$ cat config.mk
export PLATFORM = sky130hd
export DESIGN_NAME = scroll_ctrl
export DESIGN_NICKNAME = d
export VERILOG_FILES = /design/src/rtl/scroll_ctrl_pkg.sv /design/src/rtl/key_debounce.sv /design/src/rtl/scroll_ctrl.sv
export SDC_FILE = /design/constraint.sdc
export NUM_CORES = 1
export LEC_CHECK = 0
export BUFFER_PORTS_ARGS = -buffer_cell sky130_fd_sc_hd__buf_4
export CORE_MARGIN = 5
export CORE_UTILIZATION = 45
export DETAILED_ROUTE_END_ITERATION = 6
export PLACE_DENSITY = 0.64
export SLEW_MARGIN = 10
export SYNTH_ARGS = -nofsm -noshare
export SYNTH_HDL_FRONTEND = slang
export SYNTH_SLANG_ARGS = --single-unit
$ cat constraint.sdc
create_clock -name clk -period 2.76 [get_ports clk]
set_clock_uncertainty 0.05 [all_clocks]
set_input_delay 0.414 -clock clk [delete_from_list [all_inputs] [get_ports clk]]
set_output_delay 0.414 -clock clk [all_outputs]
set_load 0.05 [all_outputs]
$ cat src/rtl/scroll_ctrl_pkg.sv
// Shared definitions for the scroll position path and the display stage that consumes it.
// The display stage uses POS_W and the direction encodings too.
package scroll_ctrl_pkg;

  localparam int POS_W = 3;

  typedef enum logic {
    DIR_UP   = 1'b0,
    DIR_DOWN = 1'b1
  } dir_t;

  // One step of the scroll position; arithmetic wraps naturally at POS_W bits.
  function automatic logic [POS_W-1:0] pos_step(input logic [POS_W-1:0] p, input dir_t d);
    return (d == DIR_DOWN) ? p - POS_W'(1) : p + POS_W'(1);
  endfunction

endpackage

$ cat src/rtl/key_debounce.sv
// Two-flop synchronizer, debouncer and press detector for one active-low board pushbutton.
// level is the debounced pressed state; press pulses one cycle on each accepted press.
module key_debounce #(
  parameter int DEB_CYCLES = 1000000
) (
  input  logic clk,
  input  logic rst_n,
  input  logic key_n,
  output logic level,
  output logic press
);

  localparam int CNT_W = (DEB_CYCLES > 1) ? $clog2(DEB_CYCLES) : 1;
  localparam logic [CNT_W-1:0] DEB_LAST = CNT_W'(DEB_CYCLES - 1);

  logic key_s1;
  logic key_s2;
  logic key_stable;
  logic [CNT_W-1:0] deb_cnt;

  // key_stable keeps the raw (active-low) polarity, so its reset value 1 means released.
  always_ff @(posedge clk or negedge rst_n) begin
    if (!rst_n) begin
      key_s1     <= 1'b1;
      key_s2     <= 1'b1;
      key_stable <= 1'b1;
      deb_cnt    <= '0;
      press      <= 1'b0;
    end else begin
      key_s1 <= key_n;
      key_s2 <= key_s1;
      press  <= 1'b0;
      if (key_s2 != key_stable) begin
        if (deb_cnt == DEB_LAST) begin
          key_stable <= key_s2;
          deb_cnt    <= '0;
          press      <= ~key_s2;
        end else begin
          deb_cnt <= deb_cnt + CNT_W'(1);
        end
      end else begin
        deb_cnt <= '0;
      end
    end
  end

  assign level = ~key_stable;

endmodule

$ cat src/rtl/scroll_ctrl.sv
// Scroll position for the eight-digit hex display: steps modulo 8 on a debounced key press
// or an auto-scroll tick, in the switch-selected direction, with a direct switch load.
module scroll_ctrl
  import scroll_ctrl_pkg::*;
#(
  parameter int TICK_DIV   = 50000000,
  parameter int DEB_CYCLES = 1000000
) (
  input  logic             clk,
  input  logic             rst_n,
  input  logic             key_step_n,
  input  logic             sw_auto,
  input  logic             sw_dir,
  input  logic             sw_load,
  input  logic [POS_W-1:0] load_val,
  output logic [POS_W-1:0] pos,
  output logic             step_pulse,
  output logic             key_level
);

  localparam int DIV_W = (TICK_DIV > 1) ? $clog2(TICK_DIV) : 1;
  localparam logic [DIV_W-1:0] DIV_LAST = DIV_W'(TICK_DIV - 1);

  logic [DIV_W-1:0] div_cnt;
  logic             tick;
  logic             press_evt;
  logic             step_req;

  key_debounce #(
    .DEB_CYCLES(DEB_CYCLES)
  ) u_key (
    .clk  (clk),
    .rst_n(rst_n),
    .key_n(key_step_n),
    .level(key_level),
    .press(press_evt)
  );

  assign tick     = sw_auto & (div_cnt == DIV_LAST);
  assign step_req = press_evt | tick;

  // A load restarts the prescaler so the next auto step is a full period after the load ends.
  always_ff @(posedge clk or negedge rst_n) begin
    if (!rst_n) begin
      div_cnt <= '0;
    end else if (sw_load || !sw_auto || (div_cnt == DIV_LAST)) begin
      div_cnt <= '0;
    end else begin
      div_cnt <= div_cnt + DIV_W'(1);
    end
  end

  always_ff @(posedge clk or negedge rst_n) begin
    if (!rst_n) begin
      pos        <= '0;
      step_pulse <= 1'b0;
    end else if (sw_load) begin
      pos        <= load_val;
      step_pulse <= 1'b0;
    end else if (step_req) begin
      pos        <= pos_step(pos, dir_t'(sw_dir));
      step_pulse <= 1'b1;
    end else begin
      step_pulse <= 1'b0;
    end
  end

endmodule
==> results.json <==
{
  "slew_violations": 0,
  "tritoncts_num_sinks": 54,
  "dp_cells": 349,
  "firstDrtPassIters": 4,
  "relSlewSlack_pct": 53.18,
  "start_util_pct": 46.91,
  "yosys.area_share.simple_pct": 27.61,
  "postRouteAntennaNets": 0,
  "switching_share_pct": 25.96,
  "power.net_switching_uw": 359.0,
  "end_kind": "flip-flop",
  "ys_seq_elements": 54,
  "die_area_mm2": 0.007436,
  "rrSetupSlack_ps": 720,
  "nets": 296,
  "die_w_um": 86.23,
  "synthMuxAreaShare_pct": 0.4306,
  "io_buffers": 13,
  "synth_top_family_by_area": "simple AND/OR/NAND/NOR gates",
  "synth_area_per_cell_um2": 9.868,
  "leakage_uw": 0.001192,
  "layout_common_cells": "nor2_1 (56), dfrtp_1 (51), nand3_1 (27)",
  "grt_usage_pct": 14.35,
  "p_int_uw": 1024,
  "grt_overflow": 0,
  "critPathRequiredTime_ps": 2970,
  "cts_root_buffer": "clkbuf_8",
  "clockPowerShare_pct": 34.5,
  "worstReg2RegStart": "div_cnt[10]",
  "cts_buffer_depth": 2,
  "antenna_cells": 0,
  "clk_pin_slew_worst_paths_ps": 100,
  "cap_violations": 0,
  "drive_above_1_share_pct": 12.63,
  "drt_iter0_drc": 69,
  "dieHeight_um": 86.23,
  "wirelength_um": 4764,
  "dp_hpwl_um": 3269,
  "rows": 27,
  "ys_seq_area_share_pct": 51.82,
  "post_cts_buffers": 0,
  "rr_worst_depth": 5,
  "yosys.area_share.adder_pct": 1.722,
  "crit_slowest_cell": "or4b_4",
  "power.combinational.fraction_pct": 6.6,
  "synth_xor_area_share_pct": 14.07,
  "grt_pass1_vias": 1897,
  "tightest_slew_ps": 695.8,
  "wl_per_cell_um": 13.34,
  "irDropWorstVdd_v": 0.0002707,
  "grt_first_pass_wirelength_um": 8590,
  "setup_viol": 0,
  "syn-cell-area_mm2": 0.002615,
  "synth_nets": 277,
  "grt_max_degree": 55,
  "critical-path-max-stage-delay_ps": 560,
  "clock_latency_ps": 320,
  "crit_chain": "or4b_4 -> nor4_4 -> nand4_2 -> or4_1 -> nand3_1",
  "critPathKind": "reg2reg",
  "cts.htree.levels": 2,
  "netlist_instances": 265,
  "hold_buffers": 0,
  "worstPathMaxFanout": 5,
  "arrival_ps": 2250,
  "yosysWarnings": 0,
  "pwr_density_cell_mw_per_mm2": 474.8,
  "finalNonFillerCells": 357,
  "io_pins": 14,
  "crit_path_start_kind": "flip-flop",
  "rsz0062_at_grt": "no",
  "min_path_type": "in2async",
  "finalHoldViolCount": 0,
  "tns_ps": 0,
  "post_cts_resized": 0,
  "setup_ws_ps": 720.7,
  "seqPwrFrac_pct": 58.9,
  "fp.coreArea_mm2": 0.005574,
  "vias": 1887,
  "pre_cts_ws_ps": 734.6,
  "route.detailed.drc": 0,
  "synth_cell_types": 36,
  "synth-compound-area-share_pct": 1.962,
  "synth-main-ff-cell": "dfrtp_1",
  "areaGrowthSynthToFinish_pct": 11.39,
  "worstReg2RegEnd": "pos[2]",
  "antenna_found_initial": 0,
  "synth_edf_count": 0,
  "route.detailed.vias_per_inst": 5.286,
  "cts_tree": "built",
  "synthArstFlopShare_pct": 100.0,
  "max_freq_mhz": 490.4,
  "gp_congestion": 0.7729,
  "hold_slack_ps": 75.17,
  "layout_commonest_cell": "nor2_1",
  "period_minus_slack_ps": 2039,
  "cts-buffers-inserted": 5,
  "finalCritPeriodShare_pct": 73.89,
  "final_util_pct": 52.26,
  "outcome": "completed"
}
==> state kept, by name, indices dropped and copies added (netlist names) <==
signal            count
u_key.key_stable      1
div_cnt              26
pos                   3
step_pulse            1
u_key.key_s2          1
u_key.deb_cnt        20
u_key.key_s1          1
u_key.press           1
==> stage by stage <==
| step | total power (µW) | area (µm²) |
|---|---|---|
| after floorplan | 878.7 | 2615 |
| after global placement | 922.5 | 2815 |
| after detailed placement | 923.4 | 2815 |
| after CTS | 1405 | 2913 |
| after global routing | 1452 | 2913 |
| final | 1383 | 2913 |
==> power groups by stage <==
| stage | logic, µW | clock network (µW) | registers [µW] |
|---|---|---|---|
| after global placement | 93.6 | 0 | 829 |
| after global routing | 104 | 531 | 817 |
| after CTS | 94.5 | 496 | 814 |
| final | 91.8 | 477 | 814 |
| after floorplan | 34.4 | 0 | 844 |
| after detailed placement | 94.2 | 0 | 829 |
==> cell type report <==
type	count	area [µm²]
multi-input combinational	195	1197
inverter	10	37.54
fill	520	2661
timing repair buffer	18	135.1
clock buffer	5	68.82
clock inverter	3	28.78
tap	72	90.09
sequential	54	1355
==> per-layer routing <==
layer	GRT usage, %	vias up	share of wire (%)
met2	23.20	35	47
met3	3.802	6	4.3
met5	0	-	0
met4	4.674	0	1.4
met1	18.81	912	47
li1	-	934	-
==> cell families after synthesis <==
logic type	Yosys count
simple gates	142
flops	54
xor+xnor	42
buf+inv	16
compound gates	7
fa+ha+maj	3
mux	1
==> critical path, delay by kind of cell, from the launching register on <==
family        cells  cell delay, ps
flops             1             420
simple gates      5            1520
==> how the worst max path moves through the flow <==
| stage | start | end | slack (ps) |
|---|---|---|---|
| 3_5_place_dp | div_cnt[10] | pos[2] | 730 |
| 5_1_grt | div_cnt[0] | pos[2] | 630 |
| 3_3_place_gp | div_cnt[10] | pos[2] | 760 |
| 6_report | div_cnt[10] | pos[2] | 720 |
| 2_1_floorplan | div_cnt[10] | pos[2] | 820 |
| 4_1_cts | div_cnt[10] | pos[2] | 720 |
==> Yosys cell counts, types with 3 or more instances <==
| cell type | n | share of area (%) |
|---|---|---|
| dfstp_2 | 3 | 3.0 |
| inv_1 | 10 | 1.4 |
| and3_1 | 3 | 0.72 |
| xnor2_1 | 19 | 6.4 |
| clkbuf_1 | 4 | 0.57 |
| nand2_1 | 15 | 2.2 |
| dfrtp_1 | 51 | 49 |
| nand4_1 | 8 | 1.9 |
| nand2b_1 | 3 | 0.72 |
| nor2_1 | 56 | 8.0 |
| xor2_1 | 23 | 7.7 |
| nor4_1 | 5 | 1.2 |
| nand3_1 | 27 | 5.2 |
| nor3_1 | 8 | 1.5 |
No activity file was read; power rests on OpenSTA's default activity.
